## src/rtl/scaler_pkg.sv

```systemverilog
// Shared helpers for the code scaler: ceil scale factor, product width and
// channel tag width.
package scaler_pkg;

    localparam int CH_W_MAX = 3;

    // Wide enough for any supported channel count (up to 8).
    typedef logic [CH_W_MAX-1:0] ch_tag_t;

    function automatic longint unsigned calc_factor(longint unsigned out_max,
                                                    int in_w, int shift);
        longint unsigned den;
        longint unsigned num;
        den = (64'd1 << in_w) - 64'd1;
        num = out_max << shift;
        return (num + den - 64'd1) / den;
    endfunction

    function automatic int calc_pw(longint unsigned factor, int in_w);
        return in_w + $clog2(factor + 64'd1);
    endfunction

    function automatic int ch_width(int channels);
        return (channels > 1) ? $clog2(channels) : 1;
    endfunction

endpackage

```

## src/rtl/scaler_mul_stage.sv

```systemverilog
// S1 register slice of the code scaler: multiplies the accepted code by the
// scale factor and carries the valid bit and channel tag alongside.
module scaler_mul_stage
    import scaler_pkg::*;
#(
    parameter int              IN_W   = 8,
    parameter int              CH_W   = 1,
    parameter int              PW     = 29,
    parameter longint unsigned FACTOR = 64'd1284892
) (
    input  logic            clk,
    input  logic            reset,
    input  logic            in_valid,
    output logic            in_ready,
    input  logic [IN_W-1:0] in_code,
    input  logic [CH_W-1:0] in_ch,
    input  logic            s2_adv,
    output logic            s1_valid,
    output logic [PW-1:0]   s1_prod,
    output logic [CH_W-1:0] s1_ch
);

    localparam logic [PW-1:0] FACTOR_V = PW'(FACTOR);

    logic            s1_valid_q, s1_valid_d;
    logic [PW-1:0]   s1_prod_q, s1_prod_d;
    logic [CH_W-1:0] s1_ch_q, s1_ch_d;
    logic            s1_adv;

    // Ready depends only on registered state and downstream ready.
    assign s1_adv   = !s1_valid_q || s2_adv;
    assign in_ready = s1_adv;

    always_comb begin
        s1_valid_d = s1_valid_q;
        s1_prod_d  = s1_prod_q;
        s1_ch_d    = s1_ch_q;
        if (s1_adv) begin
            s1_valid_d = in_valid;
            if (in_valid) begin
                s1_prod_d = {{(PW-IN_W){1'b0}}, in_code} * FACTOR_V;
                s1_ch_d   = in_ch;
            end
        end
    end

    always_ff @(posedge clk) begin
        if (reset) begin
            s1_valid_q <= 1'b0;
            s1_prod_q  <= '0;
            s1_ch_q    <= '0;
        end else begin
            s1_valid_q <= s1_valid_d;
            s1_prod_q  <= s1_prod_d;
            s1_ch_q    <= s1_ch_d;
        end
    end

    assign s1_valid = s1_valid_q;
    assign s1_prod  = s1_prod_q;
    assign s1_ch    = s1_ch_q;

endmodule

```

## src/rtl/code_scaler_pipe.sv

```systemverilog
// Two-stage ADC-code-to-display scaler with saturation and a per-channel
// last-value bank. Define SCALER_ROUND_EN for round-half-up instead of truncation.
module code_scaler_pipe
    import scaler_pkg::*;
#(
    parameter  int IN_W     = 8,
    parameter  int OUT_MAX  = 9999,
    parameter  int OUT_W    = 16,
    parameter  int SHIFT    = 15,
    parameter  int CHANNELS = 2,
    localparam int CH_W     = ch_width(CHANNELS)
) (
    input  logic                      clk,
    input  logic                      reset,
    input  logic                      in_valid,
    output logic                      in_ready,
    input  logic [IN_W-1:0]           in_code,
    input  logic [CH_W-1:0]           in_ch,
    output logic                      out_valid,
    input  logic                      out_ready,
    output logic [OUT_W-1:0]          out_value,
    output logic [CH_W-1:0]           out_ch,
    output logic [CHANNELS*OUT_W-1:0] last_value
);

    localparam longint unsigned FACTOR = calc_factor(longint'(OUT_MAX), IN_W, SHIFT);
    localparam int              PW     = calc_pw(FACTOR, IN_W);
    // One spare bit so the rounding add can never wrap.
    localparam int              RW     = (PW + 1 > OUT_W) ? PW + 1 : OUT_W;

`ifdef SCALER_ROUND_EN
    localparam logic [RW-1:0] ROUND_ADD = RW'(1) << (SHIFT - 1);
`else
    localparam logic [RW-1:0] ROUND_ADD = '0;
`endif

    logic            s2_adv;
    logic            s1_valid;
    logic [PW-1:0]   s1_prod;
    logic [CH_W-1:0] s1_ch;

    scaler_mul_stage #(
        .IN_W   (IN_W),
        .CH_W   (CH_W),
        .PW     (PW),
        .FACTOR (FACTOR)
    ) u_mul (
        .clk      (clk),
        .reset    (reset),
        .in_valid (in_valid),
        .in_ready (in_ready),
        .in_code  (in_code),
        .in_ch    (in_ch),
        .s2_adv   (s2_adv),
        .s1_valid (s1_valid),
        .s1_prod  (s1_prod),
        .s1_ch    (s1_ch)
    );

    logic             out_valid_q, out_valid_d;
    logic [OUT_W-1:0] out_value_q, out_value_d;
    logic [CH_W-1:0]  out_ch_q, out_ch_d;
    logic [OUT_W-1:0] last_q [CHANNELS];
    logic [OUT_W-1:0] last_d [CHANNELS];

    logic [RW-1:0]    sum;
    logic [RW-1:0]    res;
    logic [OUT_W-1:0] sat_value;

    assign s2_adv = !out_valid_q || out_ready;

    always_comb begin
        sum       = RW'(s1_prod) + ROUND_ADD;
        res       = sum >> SHIFT;
        sat_value = (res > RW'(OUT_MAX)) ? OUT_W'(OUT_MAX) : res[OUT_W-1:0];
    end

    always_comb begin
        out_valid_d = out_valid_q;
        out_value_d = out_value_q;
        out_ch_d    = out_ch_q;
        if (s2_adv) begin
            out_valid_d = s1_valid;
            if (s1_valid) begin
                out_value_d = sat_value;
                out_ch_d    = s1_ch;
            end
        end
    end

    // Out-of-range tags match no entry, so they are delivered but never banked.
    always_comb begin
        for (int k = 0; k < CHANNELS; k++) begin
            last_d[k] = last_q[k];
            if (out_valid_q && out_ready && (out_ch_q == CH_W'(k))) begin
                last_d[k] = out_value_q;
            end
        end
    end

    always_ff @(posedge clk) begin
        if (reset) begin
            out_valid_q <= 1'b0;
            out_value_q <= '0;
            out_ch_q    <= '0;
            for (int k = 0; k < CHANNELS; k++) begin
                last_q[k] <= '0;
            end
        end else begin
            out_valid_q <= out_valid_d;
            out_value_q <= out_value_d;
            out_ch_q    <= out_ch_d;
            for (int k = 0; k < CHANNELS; k++) begin
                last_q[k] <= last_d[k];
            end
        end
    end

    assign out_valid = out_valid_q;
    assign out_value = out_value_q;
    assign out_ch    = out_ch_q;

    for (genvar g = 0; g < CHANNELS; g++) begin : g_last
        assign last_value[g*OUT_W +: OUT_W] = last_q[g];
    end

endmodule

```

## config.mk

```make
export PLATFORM = sky130hd
export DESIGN_NAME = code_scaler_pipe
export DESIGN_NICKNAME = d
export VERILOG_FILES = /design/src/rtl/scaler_pkg.sv /design/src/rtl/scaler_mul_stage.sv /design/src/rtl/code_scaler_pipe.sv
export SDC_FILE = /design/constraint.sdc
export NUM_CORES = 1
export LEC_CHECK = 0
export CORE_ASPECT_RATIO = 0.75
export CORE_MARGIN = 3
export CORE_UTILIZATION = 60
export CTS_CLUSTER_SIZE = 30
export DETAILED_ROUTE_END_ITERATION = 7
export MAX_ROUTING_LAYER = met4
export PLACE_DENSITY = 0.95
export SYNTH_ARGS = -nofsm -noshare
export SYNTH_HDL_FRONTEND = slang
export SYNTH_SLANG_ARGS = --single-unit
```

## constraint.sdc

```tcl
create_clock -name clk -period 7.2 [get_ports clk]
set_clock_uncertainty 0.2 [all_clocks]
set_input_delay 1.44 -clock clk [delete_from_list [all_inputs] [get_ports clk]]
set_output_delay 1.44 -clock clk [all_outputs]
set_load 0.05 [all_outputs]
```

Word level (Yosys, flattened, before mapping)
Memories as Yosys holds them, arrays and structs flattened.
Index checks and enable logic that the tools add are counted.
{ "totals": {"reg_bits": 47, "ramBits": 32, "inputBits": 13, "memories": 1} }
{ "classes": {"multipliers": 1, "magnitude_cmp": 1, "muxes": 8, "bitwise_logic": 3, "reduce_logical": 9} }
{ "mem_list": {"columns": ["name", "words", "width", "read_ports", "rd_clocked_by_memory_dff", "write_ports", "line", "source"], "rows": [
  ["last_q", 2, 16, 2, 0, 2, "code_scaler_pipe.sv:63", "logic [OUT_W-1:0] last_q [CHANNELS];"]
]} }
{ "ops": {"columns": ["op", "count"], "rows": [
  ["$mux W16", 4],
  ["$mul A8 B19 Y27 const B", 1],
  ["$gt A14 B14 Y1 const B", 1],
  ["$mux W14", 1],
  ["$reduce_and A2 Y1", 2],
  ["$logic_and A1 B1 Y1", 3],
  ["$mux W1", 3],
  ["$logic_not A1 Y1", 2],
  ["$logic_or A1 B1 Y1", 2],
  ["$or A1 B1 Y1", 2],
  ["$not A1 Y1", 1]
]} }

Logic depth before layout (Yosys ltp)
Gate-level depths: netlist of the first run.
{ "depth": {"depth_word": 4, "ltp_mapped": 16} }

Cells and area by module
Synthesis of the first run repeated with hierarchy kept, for this count alone.
{ "unflattened": {"cells_unflattened": 642, "hier_area_um2": 5486.5} }
{ "by_module_without_submodules": {"columns": ["module", "n_inst", "cells_each", "area_each_um2", "seq_area_each_um2"], "rows": [
  ["scaler_mul_stage", 1, 449, 3759.9, 580.6],
  ["code_scaler_pipe", 1, 193, 1726.7, 880.8]
]} }

Worst setup path before layout of the first run
Ideal clock, no wire load.
{ "synth_path": {"kind": "input -> register", "start": "in in_code[5]", "end": "reg u_mul.s1_prod_q[22] (netlist: u_mul.s1_prod[22])", "arrival_time_ns": 5.017, "path_slack_ns": 1.921, "cell_stages": 14, "path_buffers": 0, "cell_sequence": "fa_1 -> fa_1 -> inv_1 -> fa_1 -> fa_1 -> inv_1 -> ha_1 -> nand3_1 -> a31oi_1 -> o22ai_4 -> a211oi_1 -> o21ai_0 -> or4_1 -> nand3_1"} }
{ "synth_between": {"elab_chain_cells": 1} }
{ "synth_rtl": {"columns": ["item", "line", "source"], "rows": [
  ["start: declaration", "code_scaler_pipe.sv:17", "input logic [IN_W-1:0] in_code,"],
  ["$mul A8 B19 Y27", "scaler_mul_stage.sv:41", "s1_prod_d = {{(PW-IN_W){1'b0}}, in_code} * FACTOR_V;"],
  ["end signal: assignment", "scaler_mul_stage.sv:54", "s1_prod_q <= s1_prod_d;"],
  ["end: declaration", "scaler_mul_stage.sv:26", "logic [PW-1:0] s1_prod_q, s1_prod_d;"]
]} }
Every way passes these cells.
A chain may end at the register's enable or synchronous reset.

Worst setup path after layout of the first run
{ "layout_path": {"start": "in in_code[6]", "end": "reg u_mul.s1_prod_q[22] (netlist: u_mul.s1_prod[22])"} }
The elaborated chain is that of the path after synthesis.

==> out/qor.txt, run 1 <==
Die footprint -> 0.008520 mm^2
Via count -> 3941
GRT Total Usage -> 29.84%
DRT iter0 DRCs -> 507
Ys async rst share -> 0%
Die width -> 105.6 um
I/O pin total -> 64
Initial antenna violation count -> 0
FILL cells -> 499
Fraction of layout cells with a size suffix above 1 -> 5.291%
Area Growth Syn to Fin -> 18.42%
Hold_ws -> 0.2521 ns
# diodes -> 0
Cell leakage power -> 2.348 nW
CTS Hold Bufs -> 0
Final setup viols -> 0
Worst-path clk slew -> 0.06 ns
Fmax -> 165.9 MHz
Hpwl dp -> 9435 um
Largest net degree at the start of global routing -> 52
Final Util -> 75.21%
Detailed Routing Iterations Pass 1 -> 8
Crit path kind -> in2reg
Critical path startpoint category -> input pin
Die Y -> 80.69 um
Unique masters post-synth -> 50
Pwr per Cell Area -> 286.7 mW/mm^2
Leading area contributor after synthesis -> dfxtp_1
Critical Path End Type -> register
Status -> finished clean
FF+latch count, synth -> 60
Gp weighted congestion -> 1.048
Wire per inst -> 18.20 um
Fin cells -> 665
Tmin final -> 6.027 ns
Synth warn -> 0
Worst hold path class -> reg2reg
CTS max path bufs -> 2
Post-CTS sizing -> 0
Num CTS Buffers -> 9
Max_cap viols -> 0
Top FF cell, synth -> dfxtp_1
Synth top area share -> 26.91%
Final Cell Area -> 0.005285 mm^2
EDFF count, synth -> 0
Setup Fix Bufs, Post-CTS -> 0
Fin Setup TNS -> 0 ns
Slew @ Worst Pin -> 0.9785 ns
Seq/Total Area, Yosys -> 26.91%
CP required -> 7.27 ns
CTS tree -> built
Worst VDD drop -> 0.1958 mV
Total routed wirelength -> 12100 um
Htree depth -> 3
Nets -> 674
Final antenna-violating net count -> 0
Post-Syn Area per Cell -> 8.717 um^2
Final Hold Viols -> 0
Post-route DRC -> 0
Register area -> 0.001201 mm^2
PortBufs -> 57
Area contributors post-synth -> dfxtp_1, ha_1, fa_1
Rel. slew slack -> 34.63%
Root Driver -> clkbuf_8
Mapped Cells -> 512
Site Rows -> 26
Unrepaired setup endpoints after global routing -> false
Worst EP arrival -> 6.10 ns
Core ar. -> 0.007027 mm^2
Initial Util -> 63.51%
Multi-input logic area -> 0.002915 mm^2
Max FO, Critical Path -> 5
Area post-placement -> 0.005076 mm^2
Clk sink count -> 60
Tcrit/Tclk final -> 83.71%
Mapped Area -> 0.004463 mm^2
Final Slew Violations -> 0
Vias in the first global route -> 3810
Placed cell count -> 651
Vias/cell -> 5.926
Gr ovfl total -> 0
First-pass GRT wire length -> 19170 um
Clock Latency Late Sink -> 0.34 ns
-- through the flow --
stage	setup WS [ns]	power [mW]
after CTS	1.241	1.493
after floorplan	1.921	0.9728
after global routing	0.9350	1.620
after detailed placement	0.9033	1.174
final	1.173	1.515
after global placement	1.079	1.136
-- cell type report --
cell class,count,area share [%]
Timing Repair Buffer,58,10.94
Multi-Input combinational cell,366,55.16
Inverter,69,4.901
Clock buffer,13,3.385
Tap cell,98,2.320
Clock inverter,1,0.5682
Sequential cell,60,22.73
-- layout by cell type, fill, tap and decap left out, drive strengths merged, types with 2 or more instances in the layout --
cell type	netlist	routed
inv	69	69
xnor2	2	2
clkdlybuf4s50	0	57
nand2b	2	2
a22oi	5	5
nor2	22	22
o31ai	2	2
o221a	7	7
dfxtp	60	60
a41oi	2	2
nor4	2	2
fa	34	34
ha	63	63
a31oi	5	5
nand3b	3	3
nand3	8	8
and4	2	2
conb	1	6
and3	4	4
nor4b	3	3
clkbuf	15	13
a21o	3	3
xor2	8	8
a21oi	51	51
or2	3	3
o21ai	15	15
a211oi	3	3
nor2b	5	5
nand2	91	91
-- per-layer routing --
metal | up-vias | GRT usage [%] | share of wire [%]
met1 | 1873 | 40.37 | 43
met4 | 0 | 6.080 | 1.5
met2 | 229 | 44.15 | 43
met3 | 31 | 9.799 | 12
li1 | 1808 | - | -
met5 | - | - | 0
-- state kept, by name, indices dropped and copies added, names as in the netlist --
| signal | count |
|---|---|
| u_mul.s1_valid | 1 |
| u_mul.s1_prod | 14 |
| out_valid | 1 |
| out_ch | 1 |
| out_value | 14 |
| u_mul.s1_ch | 1 |
| last_q | 28 |
-- power by group --
| part | switching [mW] | total (mW) | internal (mW) | leakage (nW) |
|---|---|---|---|---|
| sequential | 0.0375 | 0.406 | 0.368 | 0.488 |
| clock | 0.123 | 0.317 | 0.194 | 0.108 |
| combinational | 0.486 | 0.792 | 0.306 | 1.75 |
-- synth_stat cells (2+ instances only) --
master,instances
nand2_1,91
inv_1,69
ha_1,63
dfxtp_1,60
a21oi_1,51
fa_1,34
nor2_1,22
o21ai_0,15
clkbuf_1,14
nand3_1,8
xor2_1,8
o221a_2,7
buf_4,6
a31oi_1,5
nor2b_1,5
a22oi_1,4
a21o_1,3
and3_1,3
nand3b_1,3
nor4b_1,3
or2_2,3
a211oi_1,2
a41oi_1,2
nand2b_1,2
nor4_1,2
o31ai_1,2
xnor2_1,2
-- worst max-delay path, stage by stage --
cell and delay [ns]:
clkdlybuf4s50_1 0.62, inv_1 0.08, ha_1 0.34, inv_1 0.14, fa_1 0.52, inv_1 0.05, fa_1 0.46, fa_1 0.52
inv_1 0.05, ha_1 0.31, nand3_1 0.13, a31oi_1 0.25, o22ai_4 0.15, a211oi_1 0.32, o21ai_0 0.18, or4_1 0.42
nand3_1 0.10
-- final timing paths --
check                    startpoint                end  slack, ns  cells after the start
setup reg to reg          out_valid       out_value[9]       4.72                      4
setup / recovery         in_code[6]  u_mul.s1_prod[22]       1.17                     17
hold / removal    u_mul.s1_prod[18]  u_mul.s1_prod[18]       0.25                      2
hold reg to reg   u_mul.s1_prod[18]  u_mul.s1_prod[18]       0.25                      2
-- logic make-up after synthesis --
logic type / synth area share, %
AO/OA/AOI/OAI: 15.03
XOR/XNOR: 1.963
adder cells (fa/ha/maj): 32.91
buffers and inverters: 8.186
flip-flops: 26.91
other: 0.08402
AND/OR/NAND/NOR: 14.91
No activity file was read; power rests on OpenSTA's default activity.
==> run 2: changes to the inputs <==
CORE_UTILIZATION = 50   (was 60)
PLACE_DENSITY = 0.86   (was 0.95)
clock period = 5.2 ns   (was 7.2 ns; I/O delays follow)
==> run 2 against run 1 <==
Compared with the run above: register-to-register slack lost 1.7 ns; critical endpoint is now u_mul.s1_prod[28]; design area up 13%; via count up 6.7%; critical path depth fell by 2; count of clock-buffer cells in the layout decreased by 1; sequential share of layout area shrank 2.5 points; combinational power increased by 79%; final cell count up 10%; total power rose by 77%; sequential power increased by 38%; highest routed layer unchanged.
==> out/qor.txt, run 2 (synthesis results as in run 1) <==
Hold Path Depth -> 2 (unchanged)
Worst VDD drop -> 0.2384 mV (was 0.1958 mV)
Max_cap viols -> 0 (unchanged)
Fin cells -> 734 (was 665)
Cell leakage power -> 2.706 nW (was 2.348 nW)
Final setup viols -> 0 (unchanged)
FF-to-FF setup slack -> 2.97 ns (was 4.72 ns)
Total routed wirelength -> 13210 um (was 12100 um)
Initial Util -> 52.12% (was 63.51%)
Core ar. -> 0.008563 mm^2 (was 0.007027 mm^2)
Gr ovfl total -> 0 (unchanged)
Fraction of layout cells with a size suffix above 1 -> 16.61% (was 5.291%)
Tmin final -> 5.079 ns
Status -> finished clean (unchanged)
Final Util -> 69.49% (was 75.21%)
Slew @ Worst Pin -> 0.9754 ns (was 0.9785 ns)
Final Hold Viols -> 0 (unchanged)
Post-route DRC -> 0 (unchanged)
I/O pin total -> 64 (unchanged)
FILL cells -> 593 (was 499)
PortBufs -> 57 (unchanged)
Die footprint -> 0.01011 mm^2 (was 0.008520 mm^2)
CP required -> 5.22 ns (was 7.27 ns)
Root Driver -> clkbuf_16 (was clkbuf_8)
Fmax -> 196.9 MHz
Clk sink count -> 60 (unchanged)
GRT Total Usage -> 26.59% (was 29.84%)
Clock Latency Late Sink -> 0.33 ns (was 0.34 ns)
CTS max path bufs -> 2 (unchanged)
Vias in the first global route -> 4114 (was 3810)
CTS tree -> built (unchanged)
Crit path kind -> in2reg (unchanged)
Final antenna-violating net count -> 0 (unchanged)
Most common cell after layout, fill and taps aside -> nand2_1 (unchanged)
Wire per inst -> 18.00 um (was 18.20 um)
Hpwl dp -> 9861 um (was 9435 um)
Critical path startpoint category -> input pin (unchanged)
Initial antenna violation count -> 0 (unchanged)
Rel. slew slack -> 34.73% (was 34.63%)
Most frequent cells in the layout -> nand2_1, inv_1, dfxtp_1 (was nand2_1, inv_1, ha_1)
Max FO, Critical Path -> 5 (unchanged)
Final Slew Violations -> 0 (unchanged)
Total power -> 2.678 mW (was 1.515 mW)
Worst slack, placed -> -0.5354 ns (was 0.9033 ns)
Largest Register -> last_q (unchanged)
Critical Path End Type -> register (unchanged)
Placed cell count -> 716 (was 651)
Via count -> 4205 (was 3941)
Final WS setup -> 0.1215 ns (was 1.173 ns)
Nets -> 731 (was 674)
DRT iter0 DRCs -> 539 (was 507)
Worst R2R Path Depth -> 6 (was 4)
Tcrit/Tclk final -> 97.66%
CTS Hold Bufs -> 0 (unchanged)
Pwr per Cell Area -> 450.1 mW/mm^2 (was 286.7 mW/mm^2)
Worst EP arrival -> 5.10 ns (was 6.10 ns)
Die Y -> 87.82 um (was 80.69 um)
Gp weighted congestion -> 0.9836 (was 1.048)
Final Cell Area -> 0.005951 mm^2 (was 0.005285 mm^2)
Htree depth -> 3 (unchanged)
Detailed Routing Iterations Pass 1 -> 8 (unchanged)
First-pass GRT wire length -> 20440 um (was 19170 um)
Area Growth Syn to Fin -> 33.33% (was 18.42%)
Site Rows -> 29 (was 26)
Die width -> 115.1 um (was 105.6 um)
Largest register FFs -> 28 (unchanged)
Worst hold path class -> reg2reg (unchanged)
Vias/cell -> 5.729 (was 5.926)
Num CTS Buffers -> 9 (unchanged)
Area post-placement -> 0.005497 mm^2 (was 0.005076 mm^2)
Worst-path clk slew -> 0.05 ns (was 0.06 ns)
Largest net degree at the start of global routing -> 52 (unchanged)
# diodes -> 0 (unchanged)
run 2: cell count changes in the layout (fill, tap and decap cells not counted), moves of 4 or more:
cell,previous run,this run
o21ai_1,0,5
o21ai_0,15,10
clkdlybuf4s50_1,57,52
ha_1,63,59
clkbuf_16,0,9
buf_4,1,58
clkbuf_8,13,2
run 2: per-stage QoR:
step	TNS, ns	hold slack [ns]
after floorplan	0	0.2319
after global placement	-3.688	0.2419
after detailed placement	-5.149	0.2475
after CTS	0	0.2539
after global routing	-0.08786	0.2809
final	0	0.2518
run 2: path summary, 6_finish.rpt:
kind                            end         startpoint
setup / recovery  u_mul.s1_prod[28]         in_code[5]
hold / removal    u_mul.s1_prod[17]  u_mul.s1_prod[17]
setup reg to reg  u_mul.s1_prod[25]          out_valid
hold reg to reg   u_mul.s1_prod[17]  u_mul.s1_prod[17]
run 2: layer usage:
metal | vias up | part of all wire (%) | track usage [%]
met5 | - | 0 | -
met4 | 0 | 2.2 | 4.797
met3 | 45 | 9.8 | 8.633
met2 | 211 | 45 | 40.39
met1 | 2023 | 43 | 35.27
li1 | 1926 | - | -
run 2: cell type report:
class	count	area, um^2	share of cell area (%)
clock inverter	4	95.09	1.598
timing repair buffer	115	996.0	16.74
clock buffer	12	256.5	4.310
sequential	60	1201	20.18
multi-input combinational	366	3008	50.55
tap	108	135.1	2.271
inverter	69	259.0	4.352
run 2: critical path, cell delays in order:
cell	delay, ns
dlygate4sd2_1	0.33
fa_2	0.43
fa_1	0.50
inv_1	0.06
fa_1	0.45
fa_1	0.40
inv_1	0.07
ha_1	0.31
a21oi_2	0.28
nand3b_1	0.16
o22ai_4	0.29
a22oi_2	0.12
a311o_1	0.34
a211oi_2	0.24
nor2_1	0.07
run 2: timing repair:
item / 4_1_cts / 5_1_grt
gates resized for setup: 7 / 18
buffers inserted: 0 / 2
pin swaps: 1 / 4
setup endpoints to repair: 7 / 10
hold endpoints to repair: 0 / 0
run 2: where the power goes:
group / leakage (nW) / total, mW / switching (mW) / internal, mW
registers: 0.488 / 0.561 / 0.0502 / 0.511
logic: 2.05 / 1.42 / 0.788 / 0.634
clock network: 0.173 / 0.695 / 0.202 / 0.493
